==> src/rtl/ip_sdram_arbiter.sv <==
// ip_sdram_arbiter: round-robin two-port arbiter that sequences merq_n/wr_n/rd_n cycles for ip_sdram.
module ip_sdram_arbiter #(
  parameter int HOLD_CYCLES  = 4,
  parameter int WRITE_GAP    = 12,
  parameter int READ_GAP     = 16,
  parameter int READ_TIMEOUT = 64
) (
  input  logic        clk,
  input  logic        reset_n,
  input  logic        p0_req,
  input  logic        p0_wr,
  input  logic [22:0] p0_address,
  input  logic [7:0]  p0_wdata,
  output logic        p0_done,
  output logic [7:0]  p0_rdata,
  input  logic        p1_req,
  input  logic        p1_wr,
  input  logic [22:0] p1_address,
  input  logic [7:0]  p1_wdata,
  output logic        p1_done,
  output logic [7:0]  p1_rdata,
  input  logic        sdram_busy,
  output logic        merq_n,
  output logic [22:0] address,
  output logic        wr_n,
  output logic        rd_n,
  output logic [7:0]  wdata,
  input  logic [7:0]  rdata,
  input  logic        rdata_en,
  output logic        timeout_flag
);
  localparam int M1 = HOLD_CYCLES > WRITE_GAP ? HOLD_CYCLES : WRITE_GAP;
  localparam int M2 = READ_GAP > READ_TIMEOUT ? READ_GAP : READ_TIMEOUT;
  localparam int CW = $clog2((M1 > M2 ? M1 : M2) + 1);

  typedef enum logic [2:0] {ST_INIT, ST_IDLE, ST_STROBE, ST_WGAP, ST_RWAIT, ST_RGAP} state_t;

  state_t        state_q, state_d;
  logic [CW-1:0] cnt_q, cnt_d;
  logic          last_q, last_d, gnt_q, gnt_d, wr_q, wr_d, pend_q, pend_d;
  logic          merq_q, merq_d, wrn_q, wrn_d, rdn_q, rdn_d;
  logic          done0_q, done0_d, done1_q, done1_d, tmo_q, tmo_d;
  logic [22:0]   addr_q, addr_d;
  logic [7:0]    wdata_q, wdata_d, rbuf_q, rbuf_d, rd0_q, rd0_d, rd1_q, rd1_d;
  logic          gsel, gwr, fin;
  logic [7:0]    fin_data;

  assign merq_n       = merq_q;
  assign wr_n         = wrn_q;
  assign rd_n         = rdn_q;
  assign address      = addr_q;
  assign wdata        = wdata_q;
  assign p0_done      = done0_q;
  assign p1_done      = done1_q;
  assign p0_rdata     = rd0_q;
  assign p1_rdata     = rd1_q;
  assign timeout_flag = tmo_q;

  always_comb begin
    state_d  = state_q;
    cnt_d    = cnt_q;
    last_d   = last_q;
    gnt_d    = gnt_q;
    wr_d     = wr_q;
    pend_d   = pend_q;
    rbuf_d   = rbuf_q;
    merq_d   = merq_q;
    wrn_d    = wrn_q;
    rdn_d    = rdn_q;
    addr_d   = addr_q;
    wdata_d  = wdata_q;
    rd0_d    = rd0_q;
    rd1_d    = rd1_q;
    tmo_d    = tmo_q;
    done0_d  = 1'b0;
    done1_d  = 1'b0;
    fin      = 1'b0;
    fin_data = 8'h00;
    gsel     = (p0_req && p1_req) ? ~last_q : p1_req;
    gwr      = gsel ? p1_wr : p0_wr;
    case (state_q)
      ST_INIT: state_d = sdram_busy ? ST_INIT : ST_IDLE;
      // A done pulse is in flight this clock; its requester still shows req high.
      ST_IDLE: if ((p0_req || p1_req) && !done0_q && !done1_q) begin
        gnt_d   = gsel;
        last_d  = gsel;
        wr_d    = gwr;
        addr_d  = gsel ? p1_address : p0_address;
        wdata_d = gsel ? p1_wdata : p0_wdata;
        merq_d  = 1'b0;
        wrn_d   = ~gwr;
        rdn_d   = gwr;
        pend_d  = 1'b0;
        cnt_d   = '0;
        state_d = ST_STROBE;
      end
      ST_STROBE: begin
        if (rdata_en && !wr_q) begin
          pend_d = 1'b1;
          rbuf_d = rdata;
        end
        if (cnt_q == CW'(HOLD_CYCLES - 1)) begin
          merq_d  = 1'b1;
          wrn_d   = 1'b1;
          rdn_d   = 1'b1;
          addr_d  = '0;
          wdata_d = '0;
          cnt_d   = '0;
          state_d = wr_q ? ST_WGAP : ST_RWAIT;
        end else cnt_d = cnt_q + 1'b1;
      end
      ST_WGAP: if (cnt_q == CW'(WRITE_GAP - 1)) begin
        done0_d = ~gnt_q;
        done1_d = gnt_q;
        state_d = ST_IDLE;
      end else cnt_d = cnt_q + 1'b1;
      ST_RWAIT: if (pend_q || rdata_en) begin
        fin      = 1'b1;
        fin_data = pend_q ? rbuf_q : rdata;
      end else if (cnt_q == CW'(READ_TIMEOUT - 1)) begin
        fin      = 1'b1;
        fin_data = 8'hFF;
        tmo_d    = 1'b1;
      end else cnt_d = cnt_q + 1'b1;
      ST_RGAP: if (cnt_q == CW'(READ_GAP - 1)) state_d = ST_IDLE;
               else cnt_d = cnt_q + 1'b1;
      default: state_d = ST_INIT;
    endcase
    if (fin) begin
      done0_d = ~gnt_q;
      done1_d = gnt_q;
      rd0_d   = gnt_q ? rd0_q : fin_data;
      rd1_d   = gnt_q ? fin_data : rd1_q;
      pend_d  = 1'b0;
      cnt_d   = '0;
      state_d = ST_RGAP;
    end
  end

  always_ff @(posedge clk or negedge reset_n) begin
    if (!reset_n) begin
      state_q <= ST_INIT;
      cnt_q   <= '0;
      last_q  <= 1'b1;
      gnt_q   <= 1'b0;
      wr_q    <= 1'b0;
      pend_q  <= 1'b0;
      rbuf_q  <= '0;
      merq_q  <= 1'b1;
      wrn_q   <= 1'b1;
      rdn_q   <= 1'b1;
      addr_q  <= '0;
      wdata_q <= '0;
      rd0_q   <= '0;
      rd1_q   <= '0;
      done0_q <= 1'b0;
      done1_q <= 1'b0;
      tmo_q   <= 1'b0;
    end else begin
      state_q <= state_d;
      cnt_q   <= cnt_d;
      last_q  <= last_d;
      gnt_q   <= gnt_d;
      wr_q    <= wr_d;
      pend_q  <= pend_d;
      rbuf_q  <= rbuf_d;
      merq_q  <= merq_d;
      wrn_q   <= wrn_d;
      rdn_q   <= rdn_d;
      addr_q  <= addr_d;
      wdata_q <= wdata_d;
      rd0_q   <= rd0_d;
      rd1_q   <= rd1_d;
      done0_q <= done0_d;
      done1_q <= done1_d;
      tmo_q   <= tmo_d;
    end
  end
endmodule

==> config.mk <==
export PLATFORM = sky130hd
export DESIGN_NAME = ip_sdram_arbiter
export DESIGN_NICKNAME = d
export VERILOG_FILES = /design/src/rtl/ip_sdram_arbiter.sv
export SDC_FILE = /design/constraint.sdc
export NUM_CORES = 1
export LEC_CHECK = 0
export BUFFER_PORTS_ARGS = -buffer_cell sky130_fd_sc_hd__buf_2
export CORE_MARGIN = 2
export CORE_UTILIZATION = 53
export DETAILED_ROUTE_END_ITERATION = 16
export GPL_ROUTABILITY_DRIVEN = 0
export MAX_ROUTING_LAYER = met4
export PLACE_DENSITY = 0.87
export SLEW_MARGIN = 25
export SYNTH_ARGS = -nofsm -noshare
export SYNTH_HDL_FRONTEND = slang
export SYNTH_SLANG_ARGS = --single-unit
==> constraint.sdc <==
create_clock -name clk -period 4.1 [get_ports clk]
set_input_delay 0 -clock clk [delete_from_list [all_inputs] [get_ports clk]]
set_output_delay 0 -clock clk [all_outputs]
set_load 0.1 [all_outputs]
## Word-level counts from Yosys, hierarchy flattened

Cells that the tools add are included.

| storage, ports and cells | value |
|---|---|
| input bits | 78 |
| output and inout bits | 53 |
| flip-flop bits (word level) | 75 |
| word-level logic and storage cells | 114 |

| operators by class | value |
|---|---|
| muxes and demuxes | 49 |
| reduce and logical (&&, ||, !) cells | 22 |
| bitwise operators | 4 |
| add/sub/neg operators | 1 |
| equality and inequality tests | 21 |

Operator list:

| cell | number |
|---|---|
| 2-to-1 mux 23 bit | 3 |
| 2-to-1 mux 8 bit | 7 |
| 2-to-1 mux 7 bit | 7 |
| case mux 23 bit (2 select lines) | 1 |
| case mux 7 bit (5 select lines) | 1 |
| inequality test 3 bit, second input constant | 9 |
| 2-to-1 mux 1 bit | 18 |
| 2-to-1 mux 3 bit | 6 |
| case mux 3 bit (6 select lines) | 1 |
| case mux 8 bit (2 select lines) | 1 |
| equality test 7 x 4 -> 1 bit, second input constant | 2 |
| AND reduction 3 bit | 3 |
| case mux 1 bit (2 select lines) | 4 |
| AND reduction 2 bit | 4 |
| adder 7 x 1 -> 7 bit, second input constant | 1 |
| equality test 7 x 2 -> 1 bit, second input constant | 1 |
| equality test 7 x 6 -> 1 bit, second input constant | 1 |
| equality test 3 x 2 -> 1 bit, second input constant | 2 |
| equality test 3 bit, second input constant | 2 |
| inequality test 2 bit, second input constant | 3 |
| AND reduction 6 bit | 1 |
| nonzero test 6 bit | 1 |
| AND reduction 5 bit | 1 |
| logical AND 1 bit | 4 |
| other kinds (7) | 13 |

## Depth between registers and ports, before layout

| logic depth | value |
|---|---|
| word-level depth | 6 |
| depth in mapped cells | 7 |
| gate-level depth less buffers | 6 |

## Least setup slack after synthesis

OpenSTA, ideal clock, no wires.

| timing | value |
|---|---|
| path kind | register to register |
| from | reg done0_q, in the netlist p0_done |
| to | reg addr_q[11], in the netlist address[11] |
| arrival time | 1999 ps |
| clock period less this slack | 2133 ps |
| cell stages (with the launch flop) | 6 |
| required time | 3966 ps |
| path slack | 1967 ps |
| buffers on the path | 1 |
| cell sequence | dfrtp_1 > or4_1 > a21o_1 > clkbuf_1 > nand2_1 > o21ai_0 |

| on the way | value |
|---|---|
| cells in the longest elaborated chain, start to end | 5 |

Ends and longest elaborated chain:

| item | RTL line | RTL |
|---|---|---|
| start, declared | 42 | `logic done0_q, done0_d, done1_q, done1_d, tmo_q, tmo_d;` |
| start signal, assigned | 174 | `done0_q <= done0_d;` |
| logical NOT 1 bit | 84 | `ST_IDLE: if ((p0_req \|\| p1_req) && !done0_q && !done1_q) begin` |
| logical AND 1 bit (2 in a row) | 84 |  |
| inequality test 2 bit (no source line) | n/a |  |
| AND reduction 3 bit (no source line) | n/a |  |
| end signal, assigned | 170 | `addr_q <= addr_d;` |
| end, declared | 43 | `logic [22:0] addr_q, addr_d;` |

No other way between the ends.
A chain may end at the register's enable or synchronous reset.

## Worst setup path in the final report

| timing | value |
|---|---|
| from | reg cnt_q[1] |
| to | reg rd0_q[4], in the netlist p0_rdata[4] |

| on the way | value |
|---|---|
| cells in the longest elaborated chain, start to end | 5 |
| elaborated cells on any way between the ends | 8 |
| those cells by class | eq/ne: 1; mux: 6; reduce/logical: 1 |

Ends and longest elaborated chain:

| item | RTL line | RTL |
|---|---|---|
| start, declared | 39 | `logic [CW-1:0] cnt_q, cnt_d;` |
| start signal, assigned | 161 | `cnt_q <= cnt_d;` |
| equality test 7 x 6 -> 1 bit (*) | 120 | `end else if (cnt_q == CW'(READ_TIMEOUT - 1)) begin` |
| 2-to-1 mux 1 bit | 120 |  |
| 2-to-1 mux 1 bit | 117 | `ST_RWAIT: if (pend_q \|\| rdata_en) begin` |
| 2-to-1 mux 1 bit | 81 | `case (state_q)` |
| AND reduction 2 bit (no source line) | n/a |  |
| end signal, assigned | 172 | `rd0_q <= rd0_d;` |
| end, declared | 44 | `logic [7:0] wdata_q, wdata_d, rbuf_q, rbuf_d, rd0_q, rd0_d, rd1_q, rd1_d;` |

Mark *: on every way between the ends. The rest lies on a longest branch, timed or not.

==> qor.csv <==
metric,value,unit
rows,29,
hold_viol_final,0,
rsz0062_at_grt,false,
cts_max_path_buffers,2,
synth_edf_count,0,
nNetsFinal,608,
boundaryPins,131,
path_class,flop to flop,
violations,design-rule violations,
htreeDepth,3,
arrival,2.72,ns
io_buffer_count,130,
cts_sinks,75,
dpl.cell_count,524,
root_buffer,clkbuf_8,
worstPathMaxFanout,8,
worst_slew_margin_rel,0.531,
period_minus_slack,2.48,ns
fin_crit_sh,0.604,
ant_nets,0,
rrSetupSlack,1.62,ns
antenna_cells,0,
drv_cap,0,
whs,0.0288,ns
avgSynthCellArea,10.6,um^2
cts_buffers,9,
drt_first_iter_violations,355,
cts_tree,yes,
wl_per_cell,18.5,um
synth.cell_area,3540,um^2
ys_async_sr_fraction,1.00,
critPathCapture,p0_rdata[4],
synthToLayoutAreaGrowth,44.9,%
crit_start,cnt_q[1],
yosysSeqAreaShare,0.531,
dp_hpwl,5.87,mm
via_per_inst,5.76,
status,finished with violations,
routed_wl,11.3,mm
cp-start-kind,flop,
vdd.ir_drop.worst,0.000740,V
post-cts-setup-buffers,0,
ys_warn_count,0,
grt_usage,0.335,
grt_pass1_wl,18.4,mm
syn-num-nets,413,
leakage,2.63,nW
hp-class,primary input to flop,
synthCells,334,
reg2reg_depth,6,
hp-start,p1_address[18],
power_density,887,nW/um^2
setup_viol,0,
place_area,4240,um^2
fillerInstances,355,
clock_skew,0.0136,ns
stdcell_area,5130,um^2
max_freq,404,MHz
end_kind,flop,
die_w,85.8,um
core-area,6420,um^2
grt_pass1_vias,3772,
total_power,4.55,mW
grt_antenna_before_repair,0,
final_cells,611,
ys_ff_latch,75,
ys_types,47,
worst_skew_pair.late_latency,0.36,ns
grt_max_degree,76,
tightest_slew,0.702,ns
reg2reg_to,p0_rdata[4],
fin_tns_setup,0,ns
vias,3518,
grt_overflow_total,0,
start_util,0.552,
die_y,85.8,um
yosys_most_used_dff,dfrtp_1,
slew_violations,0,
dr.pass1.iters,12,
required,4.34,ns
drcViolationCount,6,
die-area,7360,um^2
drive_gt1_frac,0.352,
clkSlewWorstSetupHoldPaths,0.08,ns
r2r-start,cnt_q[1],
-- worst min path at each step --
stage,to,slack [ns],depth (start not counted)
6_report,address[18],0.03,3
3_3_place_gp,address[1],0.18,1
2_1_floorplan,address[0],-0.30,0
3_5_place_dp,address[1],0.19,1
4_1_cts,address[18],0.005,3
5_1_grt,address[18],0.04,3
-- layer usage --
| metal | track usage | up-vias | wire length (um) |
|---|---|---|---|
| met2 | 0.532 | 218 | 5490 |
| met1 | 0.382 | 1688 | 4260 |
| met3 | 0.0770 | 61 | 886 |
| met4 | 0.215 | 0 | 661 |
| met5 | - | - | 0 |
| li1 | - | 1551 | - |
-- sequential cells by signal, summed over array words and instances (netlist names) --
name / cells
wr_n: 1
p0_done: 1
timeout_flag: 1
pend_q: 1
wr_q: 1
address: 23
last_q: 1
merq_n: 1
rd_n: 1
p1_done: 1
wdata: 8
gnt_q: 1
state_q: 3
rbuf_q: 8
cnt_q: 7
p1_rdata: 8
p0_rdata: 8
-- layout by cell type, fill, tap and decap left out, types with 2 or more instances in the layout --
cell,count
a21oi_1,13
mux2_2,25
a41oi_1,2
nor2b_1,4
clkinv_2,3
o21ai_0,39
dfrtp_1,71
nand2b_1,3
a21o_1,3
o31ai_4,2
dfstp_2,4
a22o_2,2
o41ai_1,2
nor2_1,22
dlygate4sd3_1,71
clkbuf_8,10
a22o_1,2
buf_2,129
inv_1,13
nand3_1,7
nand2_1,43
mux2i_1,32
-- synth_stat cells, types with 2 or more instances --
library cell,count,area [um^2]
dfrtp_1,71,1780
nand2_1,43,161
o21ai_0,39,195
mux2i_1,32,320
mux2_2,25,282
nor2_1,22,82.6
a21oi_1,13,65.1
clkbuf_1,13,48.8
inv_1,13,48.8
nand3_1,7,35.0
a21o_1,4,30.0
dfstp_2,4,105
nand2b_1,4,25.0
nor2b_1,4,25.0
buf_2,3,15.0
a22o_1,2,17.5
a22o_2,2,20.0
a41oi_1,2,17.5
o31ai_4,2,42.5
o41ai_1,2,17.5
-- worst max-delay path, cell delays in order (launching register included) --
cell and delay [ns]:
dfrtp_1 0.40, ha_1 0.27, nand4b_1 0.18, o21ai_0 0.28, and2_1 0.23, nor2b_1 0.59, mux2_2 0.41
-- kinds of logic (layout without fill, tap and decap cells) --
group	after synthesis	after routing	synth area share
multiplexers	57	57	0.170
XOR/XNOR	1	1	0.00247
buffers and inverters	31	231	0.0342
flip-flops	75	75	0.531
adder cells (fa/ha/maj)	1	1	0.00353
AO/OA/AOI/OAI	77	77	0.140
AND/OR/NAND/NOR	92	92	0.119
-- stage by stage --
step / setup WS (ns) / util
after floorplan: 1.97 / -
after global routing: 1.37 / 0.800
after CTS: 1.60 / 0.798
final: 1.62 / 0.800
after detailed placement: 1.61 / 0.660
after global placement: 1.74 / 0.660
-- what timing repair did --
item,4_1_cts,5_1_grt
endpoints found under the hold margin,111,0
hold buffers,71,0
resized for setup,0,0
-- layout make-up --
type / count / area [um^2] / area share
timing repair buffer: 202 / 1380 / 0.268
tap: 77 / 96.3 / 0.0188
sequential: 75 / 1880 / 0.366
multi-input combinational: 228 / 1560 / 0.303
inverter: 13 / 48.8 / 0.00950
clock buffer: 10 / 138 / 0.0268
clock inverter: 6 / 40.0 / 0.00780
-- where the power goes --
part	total [mW]	internal [mW]	leakage, nW	switching, mW
combinational	2.72	0.608	1.58	2.11
sequential	1.31	1.05	0.958	0.259
clock	0.527	0.236	0.0924	0.291
total	4.55	1.89	2.63	2.66
Note: power is estimated with default switching activity, not from simulation.
